==> src/rtl/mem_stage_ctrl_pkg.sv <==
// Shared definitions for the memory-stage controller.
// Holds the op_class and err encodings, the controller FSM state encoding,
// default bus widths and a small helper that classifies memory operations.
package mem_stage_ctrl_pkg;

    localparam int unsigned DefDataW      = 16;
    localparam int unsigned DefRegAw      = 3;
    localparam int unsigned DefRowD       = 8;
    localparam int unsigned DefTimeoutCyc = 64;

    typedef enum logic [1:0] {
        OpNop   = 2'b00,
        OpLoad  = 2'b01,
        OpStore = 2'b10,
        OpAlu   = 2'b11
    } op_class_e;

    typedef enum logic [1:0] {
        ErrOk      = 2'b00,
        ErrAddr    = 2'b01,
        ErrTimeout = 2'b10
    } err_e;

    typedef enum logic [3:0] {
        StIdle,
        StSetup,
        StFlush,
        StFlushWait,
        StReq,
        StWb,
        StRelease,
        StClrWait,
        StFin
    } state_e;

    // LOAD and STORE carry an address in op_result and are range checked.
    function automatic logic is_mem_op(op_class_e cls);
        return (cls == OpLoad) || (cls == OpStore);
    endfunction

endpackage

==> src/rtl/mem_stage_ctrl_if.sv <==
// Bundle of the execute-side operation handshake, the Data_Memory request /
// response signals and the register-file write-back port.
// master: the memory-stage controller. slave: execute stage, Data_Memory and
// register file as seen from the other side.
interface mem_stage_ctrl_if
    import mem_stage_ctrl_pkg::*;
#(
    parameter int unsigned DATA_W = DefDataW,
    parameter int unsigned REG_AW = DefRegAw
);

    // Execute stage -> controller
    logic              op_valid;
    op_class_e         op_class;
    logic [DATA_W-1:0] op_result;
    logic [DATA_W-1:0] op_store_data;
    logic [REG_AW-1:0] op_dest;
    logic              op_ready;

    // Controller <-> Data_Memory
    logic              memRead;
    logic              memWrite;
    logic              memReadWrite;
    logic [DATA_W-1:0] result;
    logic [DATA_W-1:0] rd2;
    logic              isALUFinished;
    logic [DATA_W-1:0] rdata;
    logic              rdata_flag;
    logic              fetchNextInst;

    // Write-back and completion
    logic              wb_en;
    logic [REG_AW-1:0] wb_addr;
    logic [DATA_W-1:0] wb_data;
    logic              done;
    err_e              err;

    modport master (
        input  op_valid, op_class, op_result, op_store_data, op_dest,
        output op_ready,
        output memRead, memWrite, memReadWrite, result, rd2, isALUFinished, fetchNextInst,
        input  rdata, rdata_flag,
        output wb_en, wb_addr, wb_data, done, err
    );

    modport slave (
        output op_valid, op_class, op_result, op_store_data, op_dest,
        input  op_ready,
        input  memRead, memWrite, memReadWrite, result, rd2, isALUFinished, fetchNextInst,
        output rdata, rdata_flag,
        input  wb_en, wb_addr, wb_data, done, err
    );

endinterface

==> src/rtl/mem_req_timer.sv <==
// Wait-state timer for the memory-stage controller.
// Ports: clk, rst (async, active high); clr zeroes the count; inc advances it;
// expired is high once TIMEOUT_CYC wait cycles (including the current one)
// have been spent.
module mem_req_timer #(
    parameter int unsigned TIMEOUT_CYC = 64
) (
    input  logic clk,
    input  logic rst,
    input  logic clr,
    input  logic inc,
    output logic expired
);

    localparam int unsigned CntW = 16;

    logic [CntW-1:0] cnt_q;

    always_ff @(posedge clk or posedge rst) begin
        if (rst) begin
            cnt_q <= '0;
        end else if (clr) begin
            cnt_q <= '0;
        end else if (inc) begin
            cnt_q <= cnt_q + CntW'(1);
        end
    end

    // Count starts at 0 on the first wait cycle, so the last allowed cycle
    // is TIMEOUT_CYC-1.
    assign expired = (cnt_q >= CntW'(TIMEOUT_CYC - 1));

endmodule

==> src/rtl/mem_stage_ctrl.sv <==
// Memory-stage controller: initiator side of the Data_Memory handshake.
// Ports: clk, rst (async, active high); bus (mem_stage_ctrl_if.master) carries
// the op_valid/op_ready operation handshake, the one-hot memory request with
// result/rd2 and the isALUFinished strobe, the rdata/rdata_flag response with
// the fetchNextInst release pulse, the register write-back port and done/err.
module mem_stage_ctrl
    import mem_stage_ctrl_pkg::*;
#(
    parameter int unsigned DATA_W      = DefDataW,
    parameter int unsigned ROW_D       = DefRowD,
    parameter int unsigned REG_AW      = DefRegAw,
    parameter int unsigned TIMEOUT_CYC = DefTimeoutCyc
) (
    input logic              clk,
    input logic              rst,
    mem_stage_ctrl_if.master bus
);

    state_e            state_q, state_d;
    op_class_e         cls_q;
    logic [DATA_W-1:0] result_q;
    logic [DATA_W-1:0] rd2_q;
    logic [REG_AW-1:0] dest_q;
    err_e              err_q, err_d;
    logic              capture;

    logic flag_meta_q, flag_sync_q;
    logic timer_clr, timer_inc, timer_expired;
    logic ctrl_active, wb_fire;

    // rdata_flag comes from another timing domain.
    always_ff @(posedge clk or posedge rst) begin
        if (rst) begin
            flag_meta_q <= 1'b0;
            flag_sync_q <= 1'b0;
        end else begin
            flag_meta_q <= bus.rdata_flag;
            flag_sync_q <= flag_meta_q;
        end
    end

    always_ff @(posedge clk or posedge rst) begin
        if (rst) begin
            state_q  <= StIdle;
            cls_q    <= OpNop;
            result_q <= '0;
            rd2_q    <= '0;
            dest_q   <= '0;
            err_q    <= ErrOk;
        end else begin
            state_q <= state_d;
            err_q   <= err_d;
            if (capture) begin
                cls_q    <= bus.op_class;
                result_q <= bus.op_result;
                rd2_q    <= bus.op_store_data;
                dest_q   <= bus.op_dest;
            end
        end
    end

    always_comb begin
        state_d   = state_q;
        err_d     = err_q;
        capture   = 1'b0;
        timer_inc = 1'b0;
        unique case (state_q)
            StIdle: begin
                if (bus.op_valid) begin
                    capture = 1'b1;
                    err_d   = ErrOk;
                    if (bus.op_class == OpNop) begin
                        state_d = StFin;
                    end else if (is_mem_op(bus.op_class) &&
                                 (bus.op_result >= DATA_W'(ROW_D))) begin
                        err_d   = ErrAddr;
                        state_d = StFin;
                    end else begin
                        state_d = StSetup;
                    end
                end
            end
            // A flag already up here is left over from an aborted operation.
            StSetup: state_d = flag_sync_q ? StFlush : StReq;
            StFlush: state_d = StFlushWait;
            StFlushWait: begin
                if (!flag_sync_q) begin
                    state_d = StReq;
                end else if (timer_expired) begin
                    err_d   = ErrTimeout;
                    state_d = StRelease;
                end else begin
                    timer_inc = 1'b1;
                end
            end
            StReq: begin
                if (flag_sync_q) begin
                    state_d = StWb;
                end else if (timer_expired) begin
                    err_d   = ErrTimeout;
                    state_d = StRelease;
                end else begin
                    timer_inc = 1'b1;
                end
            end
            StWb:      state_d = StRelease;
            StRelease: state_d = StClrWait;
            StClrWait: begin
                if (!flag_sync_q) begin
                    state_d = StFin;
                end else if (timer_expired) begin
                    // Memory never dropped its flag; give up rather than loop.
                    err_d   = ErrTimeout;
                    state_d = StFin;
                end else begin
                    timer_inc = 1'b1;
                end
            end
            StFin:   state_d = StIdle;
            default: state_d = StIdle;
        endcase
    end

    // Every wait state starts with a fresh count.
    assign timer_clr = (state_d != state_q);

    mem_req_timer #(
        .TIMEOUT_CYC(TIMEOUT_CYC)
    ) u_timer (
        .clk    (clk),
        .rst    (rst),
        .clr    (timer_clr),
        .inc    (timer_inc),
        .expired(timer_expired)
    );

    // Request controls and operands are held from SETUP through CLR_WAIT.
    assign ctrl_active = (state_q == StSetup)   || (state_q == StFlush) ||
                         (state_q == StFlushWait) || (state_q == StReq) ||
                         (state_q == StWb)      || (state_q == StRelease) ||
                         (state_q == StClrWait);

    assign bus.op_ready      = (state_q == StIdle);
    assign bus.memRead       = ctrl_active && (cls_q == OpLoad);
    assign bus.memWrite      = ctrl_active && (cls_q == OpStore);
    assign bus.memReadWrite  = ctrl_active && (cls_q == OpAlu);
    assign bus.result        = ctrl_active ? result_q : '0;
    assign bus.rd2           = ctrl_active ? rd2_q : '0;
    assign bus.isALUFinished = (state_q == StReq);
    assign bus.fetchNextInst = (state_q == StFlush) || (state_q == StRelease);

    // A store's response data carries nothing worth writing back.
    assign wb_fire     = (state_q == StWb) && (cls_q != OpStore);
    assign bus.wb_en   = wb_fire;
    assign bus.wb_addr = wb_fire ? dest_q : '0;
    assign bus.wb_data = wb_fire ? bus.rdata : '0;

    assign bus.done = (state_q == StFin);
    assign bus.err  = (state_q == StFin) ? err_q : ErrOk;

endmodule
==> src/flat_wrapper.sv <==
// flat-port wrapper written by rule: the top's interface ports become plain ports
module mem_stage_ctrl_flat import mem_stage_ctrl_pkg::*;
#(
    parameter int unsigned DATA_W      = DefDataW,
    parameter int unsigned ROW_D       = DefRowD,
    parameter int unsigned REG_AW      = DefRegAw,
    parameter int unsigned TIMEOUT_CYC = DefTimeoutCyc
)
  (clk, rst, bus_op_valid, bus_op_class, bus_op_result, bus_op_store_data, bus_op_dest, bus_op_ready, bus_memRead, bus_memWrite, bus_memReadWrite, bus_result, bus_rd2, bus_isALUFinished, bus_fetchNextInst, bus_rdata, bus_rdata_flag, bus_wb_en, bus_wb_addr, bus_wb_data, bus_done, bus_err);
  mem_stage_ctrl_if #(.DATA_W(DATA_W), .REG_AW(REG_AW)) bus_i ();
  input logic clk;
  input logic rst;
  input wire logic [$bits(bus_i.op_valid)-1:0] bus_op_valid;
  input wire logic [$bits(bus_i.op_class)-1:0] bus_op_class;
  input wire logic [$bits(bus_i.op_result)-1:0] bus_op_result;
  input wire logic [$bits(bus_i.op_store_data)-1:0] bus_op_store_data;
  input wire logic [$bits(bus_i.op_dest)-1:0] bus_op_dest;
  output wire logic [$bits(bus_i.op_ready)-1:0] bus_op_ready;
  output wire logic [$bits(bus_i.memRead)-1:0] bus_memRead;
  output wire logic [$bits(bus_i.memWrite)-1:0] bus_memWrite;
  output wire logic [$bits(bus_i.memReadWrite)-1:0] bus_memReadWrite;
  output wire logic [$bits(bus_i.result)-1:0] bus_result;
  output wire logic [$bits(bus_i.rd2)-1:0] bus_rd2;
  output wire logic [$bits(bus_i.isALUFinished)-1:0] bus_isALUFinished;
  output wire logic [$bits(bus_i.fetchNextInst)-1:0] bus_fetchNextInst;
  input wire logic [$bits(bus_i.rdata)-1:0] bus_rdata;
  input wire logic [$bits(bus_i.rdata_flag)-1:0] bus_rdata_flag;
  output wire logic [$bits(bus_i.wb_en)-1:0] bus_wb_en;
  output wire logic [$bits(bus_i.wb_addr)-1:0] bus_wb_addr;
  output wire logic [$bits(bus_i.wb_data)-1:0] bus_wb_data;
  output wire logic [$bits(bus_i.done)-1:0] bus_done;
  output wire logic [$bits(bus_i.err)-1:0] bus_err;
  assign bus_i.op_valid = bus_op_valid;
  assign bus_i.op_class = bus_op_class;
  assign bus_i.op_result = bus_op_result;
  assign bus_i.op_store_data = bus_op_store_data;
  assign bus_i.op_dest = bus_op_dest;
  assign bus_op_ready = bus_i.op_ready;
  assign bus_memRead = bus_i.memRead;
  assign bus_memWrite = bus_i.memWrite;
  assign bus_memReadWrite = bus_i.memReadWrite;
  assign bus_result = bus_i.result;
  assign bus_rd2 = bus_i.rd2;
  assign bus_isALUFinished = bus_i.isALUFinished;
  assign bus_fetchNextInst = bus_i.fetchNextInst;
  assign bus_i.rdata = bus_rdata;
  assign bus_i.rdata_flag = bus_rdata_flag;
  assign bus_wb_en = bus_i.wb_en;
  assign bus_wb_addr = bus_i.wb_addr;
  assign bus_wb_data = bus_i.wb_data;
  assign bus_done = bus_i.done;
  assign bus_err = bus_i.err;
  mem_stage_ctrl #(.DATA_W(DATA_W), .ROW_D(ROW_D), .REG_AW(REG_AW), .TIMEOUT_CYC(TIMEOUT_CYC)) u_core (.clk(clk), .rst(rst), .bus(bus_i));
endmodule
==> config.mk <==
export PLATFORM = sky130hd
export DESIGN_NAME = mem_stage_ctrl_flat
export DESIGN_NICKNAME = d
export VERILOG_FILES = /design/src/rtl/mem_stage_ctrl_pkg.sv /design/src/rtl/mem_stage_ctrl_if.sv /design/src/rtl/mem_req_timer.sv /design/src/rtl/mem_stage_ctrl.sv /design/src/flat_wrapper.sv
export SDC_FILE = /design/constraint.sdc
export NUM_CORES = 1
export LEC_CHECK = 0
export CAP_MARGIN = 0
export CORE_ASPECT_RATIO = 1.75
export CORE_MARGIN = 1.5
export CORE_UTILIZATION = 41
export DETAILED_ROUTE_END_ITERATION = 8
export GPL_TIMING_DRIVEN = 0
export PLACE_DENSITY = 0.81
export SKIP_LAST_GASP = 1
export SLEW_MARGIN = 20
export SYNTH_ARGS = -nofsm -noshare
export SYNTH_HDL_FRONTEND = slang
export SYNTH_HIERARCHICAL = 1
export SYNTH_SLANG_ARGS = --single-unit
==> constraint.sdc <==
create_clock -name clk -period 2.34 [get_ports clk]
set_input_delay 0.468 -clock clk [delete_from_list [all_inputs] [get_ports clk]]
set_output_delay 0.468 -clock clk [all_outputs]
set_load 0.02 [all_outputs]
==> results of run 1 <==
-- flip-flops by register name (all words and copies together) (netlist names) --
name / cells
u_core/rd2_q: 16
u_core/cls_q: 2
u_core/result_q: 16
u_core/dest_q: 3
u_core/flag_sync_q: 1
u_core/state_q: 4
u_core/err_q: 2
u_core/flag_meta_q: 1
u_core/u_timer/cnt_q: 16
-- timing repair --
item                                    CTS  global route
hold endpoints to repair                  0             0
pin swaps                                14            12
endpoints found under the setup margin   76            69
buffers inserted                         11            13
resized for setup                       147           104
hold buffers                              0             0
-- power by group through the flow --
| stage | clock (mW) | combinational (mW) | sequential [mW] |
|---|---|---|---|
| 6_report | 1.33 | 3.38 | 1.69 |
| 5_1_grt | 1.40 | 3.57 | 1.74 |
| 4_1_cts | 1.34 | 3.28 | 1.68 |
| 3_3_place_gp | 0 | 3.31 | 1.65 |
| 3_5_place_dp | 0 | 3.36 | 1.66 |
| 2_1_floorplan | 0 | 2.04 | 1.59 |
-- layer usage --
| metal | GRT usage | vias to the layer above | share of wire |
|---|---|---|---|
| li1 | - | 1328 | - |
| met1 | 0.246 | 1395 | 0.35 |
| met2 | 0.390 | 129 | 0.55 |
| met3 | 0.0540 | 31 | 0.059 |
| met4 | 0.105 | 0 | 0.042 |
| met5 | 0 | - | 0 |
-- worst max-delay path by stage --
stage | slack, ns | cells after the start | to | start
floorplan | 0.02 | 12 | u_core/u_timer/cnt_q[13] | u_core/u_timer/cnt_q[0]
global placement | -0.57 | 6 | bus_wb_addr[0] | u_core/state_q[2]
detailed placement | -0.58 | 6 | bus_wb_addr[0] | u_core/state_q[2]
CTS | -0.17 | 6 | bus_wb_addr[0] | u_core/state_q[3]
global route | -0.21 | 11 | u_core/u_timer/cnt_q[4] | u_core/u_timer/cnt_q[7]
finish | -0.09 | 10 | u_core/u_timer/cnt_q[4] | u_core/u_timer/cnt_q[7]
-- cell usage in the layout, fill, tap and decap left out, types with 5 or more instances in the layout --
cell type        synthesis  routed
a21oi_1                  9       9
and2_1                  53      51
buf_2                    5       7
buf_4                    0      34
buf_6                    3       8
clkbuf_1                 8       5
clkbuf_16                0       9
clkbuf_2                 0      30
clkdlybuf4s15_1          0       5
clkdlybuf4s50_1          0      56
dfrtp_1                 61      54
dfrtp_2                  0       7
dlygate4sd2_1            0       5
inv_1                    7       6
mux2_4                  28      28
nand2_1                 17      17
nand4_1                  5       5
nor2_1                  21      19
nor4_4                   1       7
o21ai_0                  7       5
xnor2_1                  8       8
-- cell type report --
class | count | area share
repair buffers | 142 | 0.232
clock inverters | 1 | 0.00588
inverters | 7 | 0.00515
multi-input cells | 213 | 0.357
flip-flops and latches | 61 | 0.301
well taps | 88 | 0.0216
plain buffers | 15 | 0.0257
clock buffers | 14 | 0.0517
-- cells by family after synthesis --
family | count (synthesis) | synth area share
AOI/OAI and AO/OA | 28 | 0.0616
muxes | 36 | 0.156
xor gates and xnor gates | 11 | 0.0295
buffers and inverters | 23 | 0.0352
adders and majority gates | 2 | 0.00766
and+or+nand+nor | 136 | 0.243
DFF | 61 | 0.467
-- worst max-delay path: cells and delay by family (launching register included) --
kind / cells / cell delay [ns]
flops: 1 / 0.43
xor+xnor: 1 / 0.17
compound gates: 3 / 0.69
simple gates: 4 / 0.70
buf+inv: 2 / 0.31
-- per-stage QoR --
step / setup TNS (ns) / instances
finish: -0.304 / 541
global route: -2.10 / 541
CTS: -2.00 / 528
detailed placement: -24.62 / 503
global placement: -28.27 / 502
floorplan: 0 / 297
==> impl_metrics.json, run 1 <==
{
  "grt_pass1_vias": 2989,
  "final_core_util": 0.670,
  "max_cap_violations": 0,
  "initial_utilization": 0.429,
  "hold_class": "reg -> reg",
  "multi_input_area_um2": 1820,
  "synthesis.nets": 356,
  "dr_total_vias": 2883,
  "slowest_delay_ns": 0.43,
  "yosys_warnings": 6,
  "hpwlAfterDp_mm": 6.27,
  "dp_slack_ns": -0.583,
  "tightest_slew_ns": 0.656,
  "grt_start_max_net_pins": 33,
  "worstHoldEndpoint": "u_core/flag_sync_q",
  "cts_buffers": 9,
  "r2r_slack_ns": -0.09,
  "post-route-period-util": 1.04,
  "intPower_mw": 3.91,
  "worstPathArrival_ns": 2.62,
  "clkPwrFrac": 0.208,
  "p_switching_mw": 2.48,
  "synth_edf_count": 0,
  "r2r-end": "u_core/u_timer/cnt_q[4]",
  "gp_congestion": 0.944,
  "netlist_area_um2": 3270,
  "slew_violations": 0,
  "hold_slack_ns": 0.353,
  "dr.pass1.iters": 4,
  "rows": 42,
  "power_frac_seq": 0.264,
  "endpoint_kind": "flop",
  "fin_crit_ns": 2.43,
  "synthTopCellsByCount": "dfrtp_1, and2_1, mux2_4",
  "critPathLaunchType": "flop",
  "drc_errors": 0,
  "grt_overflow": 0,
  "status": "finished with violations",
  "core_area_um2": 7620,
  "path_clk_slew_ns": 0.05,
  "min_from": "u_core/flag_meta_q",
  "combPwrFrac": 0.528,
  "cp_cell_sequence": "nor4_4 -> o2111ai_4 -> nand2b_4 -> o21ai_2 -> nand3b_1 -> buf_6 -> o2111ai_4 -> buf_6 -> xor2_1 -> nor2_1",
  "synth_area_per_cell_um2": 11.0,
  "die_y_um": 121,
  "p_per_area_nw_per_um2": 1250,
  "die-area_um2": 8540,
  "worstReg2RegStart": "u_core/u_timer/cnt_q[7]",
  "cts.htree.levels": 3,
  "drtIter0Drc": 200,
  "failed_checks": "setup timing",
  "clock_skew_ns": 0.00326,
  "finalPower_mw": 6.39,
  "viasPerCell": 5.33,
  "fillers": 561,
  "nNetsFinal": 508,
  "clock-root-buffer": "clkbuf_16",
  "regArea_um2": 1540,
  "yosysTopAreaCellShare": 0.467,
  "drive_above_1_share": 0.371,
  "hold_depth": 0,
  "r2r_cells": 10,
  "synthCells": 297,
  "clkLatencyLatePin_ns": 0.33,
  "final_cell_area_um2": 5100,
  "ant_nets": 0,
  "syn_to_final_growth_pct": 56.2,
  "yosysMostFrequentCell": "dfrtp_1",
  "wl_per_cell_um": 17.9,
  "io_buffers": 117,
  "swShare": 0.388,
  "synth_seq_cells": 61,
  "track_usage": 0.221,
  "die_x_um": 70.5,
  "cts_tree": "built",
  "synth_ff_type": "dfrtp_1",
  "synth.distinct_cells": 42,
  "clock_sinks": 61,
  "cp.required_ns": 2.53,
  "vdd_drop_max_mv": 0.914,
  "seq_area_frac_synth": 0.467,
  "wl_mm": 9.70,
  "pin_count": 118,
  "crit_fanout": 8,
  "synthArstFlopShare": 1.00,
  "slowest_stage": "dfrtp_2",
  "max_clock_freq_mhz": 412,
  "yosys.area.top_type": "dfrtp_1",
  "clock_path_buffers": 2,
  "cellLeakagePower_nw": 2.44,
  "setup_ws_ns": -0.0856,
  "setup_viol": 8,
  "synth_area_leaders": "dfrtp_1, mux2_4, and2_1",
  "crit_type": "reg -> reg",
  "hold_viol_final": 0,
  "diodes": 0,
  "grt_first_pass_wirelength_mm": 14.5,
  "relSlewSlack": 0.562,
  "rsz0062_at_grt": "true",
  "placed_cell_area_um2": 4580,
  "antenna_found_initial": 0
}
No activity file was read; power rests on OpenSTA's default activity.
==> inputs of run 2 (changes only) <==
--- a/config.mk
+++ b/config.mk
@@ -11,7 +11,7 @@
 export CORE_UTILIZATION = 41
 export DETAILED_ROUTE_END_ITERATION = 8
 export GPL_TIMING_DRIVEN = 0
-export PLACE_DENSITY = 0.81
+export PLACE_DENSITY = 0.78
 export SKIP_LAST_GASP = 1
 export SLEW_MARGIN = 20
 export SYNTH_ARGS = -nofsm -noshare
==> run 2 against run 1 <==
Against the previous run:
- the run still ends with setup timing left
- setup slack lost 0.078 ns
- first-iteration DRC count shrank 6.5%
- register-to-register slack lost 0.08 ns
- sequential share of layout area grew 0.25 points
- sequential cell count is the same
- total power shrank 1.9%
- combinational power is essentially flat
- clock power shrank 12%
- critical endpoint is now u_core/u_timer/cnt_q[14]
- largest power group unchanged
==> impl_metrics.json, run 2 (synthesized netlist as in run 1, its figures left out) <==
{
  "status": "finished with violations",
  "failed_checks": "setup timing",
  "io_buffers": 117,
  "rows": 42,
  "critPathLaunch": "u_core/u_timer/cnt_q[7]",
  "critPathLaunchType": "flop",
  "combPwrFrac": 0.543,
  "track_usage": 0.211,
  "clock-root-buffer": "clkbuf_16",
  "setup_ws_ns": -0.164,
  "hold_slack_ns": 0.347,
  "mostFrequentLayoutCell": "clkdlybuf4s50_1",
  "layout_common_cells": "clkdlybuf4s50_1, and2_1, dfrtp_1, buf_2, mux2_4",
  "die_y_um": 121,
  "slew_violations": 0,
  "ant_nets": 0,
  "intPower_mw": 3.85,
  "clock_skew_ns": 0.00238,
  "worstPathArrival_ns": 2.72,
  "wl_met3_um": 453,
  "gp_congestion": 0.887,
  "hold_class": "reg -> reg",
  "cp_cell_sequence": "nor4_4 -> o2111ai_4 -> o21ai_2 -> nand2_1 -> o21ai_2 -> nand3b_1 -> buf_6 -> o2111ai_4 -> buf_6 -> nor4_2 -> xnor2_1 -> nor2_1",
  "clock_sinks": 61,
  "drtIter0Drc": 187,
  "cp_num_buf_inv": 2,
  "relSlewSlack": 0.564,
  "hold_viol_final": 0,
  "cellLeakagePower_nw": 2.38,
  "vdd_drop_max_mv": 0.858,
  "dr.pass1.iters": 4,
  "cts.htree.levels": 3,
  "nNetsFinal": 506,
  "max_cap_violations": 0,
  "grt_overflow": 0,
  "top_regs": "u_core/rd2_q: 16 flops, u_core/result_q: 16 flops, u_core/u_timer/cnt_q: 16 flops",
  "crit_fanout": 7,
  "power_frac_seq": 0.270,
  "endpoint_kind": "flop",
  "clock_path_buffers": 2,
  "routed-wl-met2_mm": 5.15,
  "viasPerCell": 5.22,
  "diodes": 0,
  "wl_mm": 9.15,
  "cts_buffers": 9,
  "antenna_found_initial": 0,
  "slowest_delay_ns": 0.45,
  "cp.required_ns": 2.55,
  "grt_start_max_net_pins": 35,
  "pin_count": 118,
  "final_core_util": 0.665,
  "finalPower_mw": 6.28,
  "die-area_um2": 8540,
  "p_switching_mw": 2.43,
  "grt_pass1_vias": 2885,
  "fillers": 579,
  "dr_total_vias": 2814,
  "drc_errors": 0,
  "clkPwrFrac": 0.187,
  "min_from": "u_core/flag_meta_q",
  "p_per_area_nw_per_um2": 1240,
  "die_x_um": 70.5,
  "core_area_um2": 7620,
  "wl_met1_mm": 3.38,
  "swShare": 0.387,
  "r2r_slack_ns": -0.16,
  "path_clk_slew_ns": 0.05,
  "fin_crit_ns": 2.50,
  "post-route-period-util": 1.07,
  "initial_utilization": 0.429,
  "clkLatencyLatePin_ns": 0.32,
  "wl_per_cell_um": 17.0,
  "cts_tree": "built",
  "rsz0062_at_grt": "true",
  "tightest_slew_ns": 0.653,
  "drive_above_1_share": 0.350,
  "syn_to_final_growth_pct": 55.1,
  "slowest_stage": "dfrtp_2",
  "fin_setup_tns_ns": -1.02,
  "setup_viol": 12,
  "grt_first_pass_wirelength_mm": 14.1,
  "highest_layer": "met4",
  "worstReg2RegStart": "u_core/u_timer/cnt_q[7]",
  "hpwlAfterDp_mm": 6.14,
  "dp_slack_ns": -0.537,
  "crit_family": "compound AO/OA/AOI/OAI gates",
  "crit_type": "reg -> reg",
  "max_clock_freq_mhz": 399
}
[run 2: cell types whose count changed in the layout (fill, tap and decap cells not counted), moves of 3 or more]
cell,previous run,this run
buf_2,7,29
buf_4,34,22
clkbuf_2,30,8
dlygate4sd2_1,5,13
nor4_4,7,4
[run 2: repair_timing]
item	in CTS	in global routing
hold buffers	0	0
gates resized for setup	189	50
buffers inserted	11	11
endpoints found under the setup margin	75	71
pin swaps	9	14
[run 2: final cells by class]
| type | count | area, um^2 | area share |
|---|---|---|---|
| multi-input combinational | 213 | 1800 | 0.355 |
| clock inverter | 2 | 10.0 | 0.00198 |
| buffer | 15 | 144 | 0.0284 |
| timing repair buffer | 140 | 1190 | 0.235 |
| sequential | 61 | 1540 | 0.303 |
| tap | 88 | 110 | 0.0217 |
| inverter | 7 | 26.3 | 0.00519 |
| clock buffer | 13 | 250 | 0.0494 |
[run 2: path summary, 6_finish.rpt]
| check | endpoint | cells past startpoint |
|---|---|---|
| max | u_core/u_timer/cnt_q[14] | 12 |
| min | u_core/flag_sync_q | 0 |
| max reg2reg | u_core/u_timer/cnt_q[14] | 12 |
| min reg2reg | u_core/flag_sync_q | 0 |
| max in group asynchronous | u_core/u_timer/cnt_q[0] | 2 |
| min in group asynchronous | u_core/dest_q[0] | 2 |
[run 2: power groups by stage]
stage	logic, mW	registers [mW]	clock network [mW]
global placement	3.32	1.65	0
detailed placement	3.35	1.66	0
global route	3.64	1.74	1.24
finish	3.41	1.70	1.17
CTS	3.22	1.68	1.19
floorplan	2.04	1.59	0
[run 2: per-layer routing]
metal,GRT usage,vias to the layer above
met4,0.0877,0
met5,0,-
met3,0.0473,17
met1,0.235,1396
li1,-,1317
met2,0.380,84
[run 2: stage by stage]
| stage | instances | area, um^2 |
|---|---|---|
| 6_report | 539 | 5070 |
| 5_1_grt | 539 | 5070 |
| 4_1_cts | 529 | 4980 |
| 3_5_place_dp | 503 | 4580 |
| 3_3_place_gp | 502 | 4560 |
| 2_1_floorplan | 297 | 3280 |
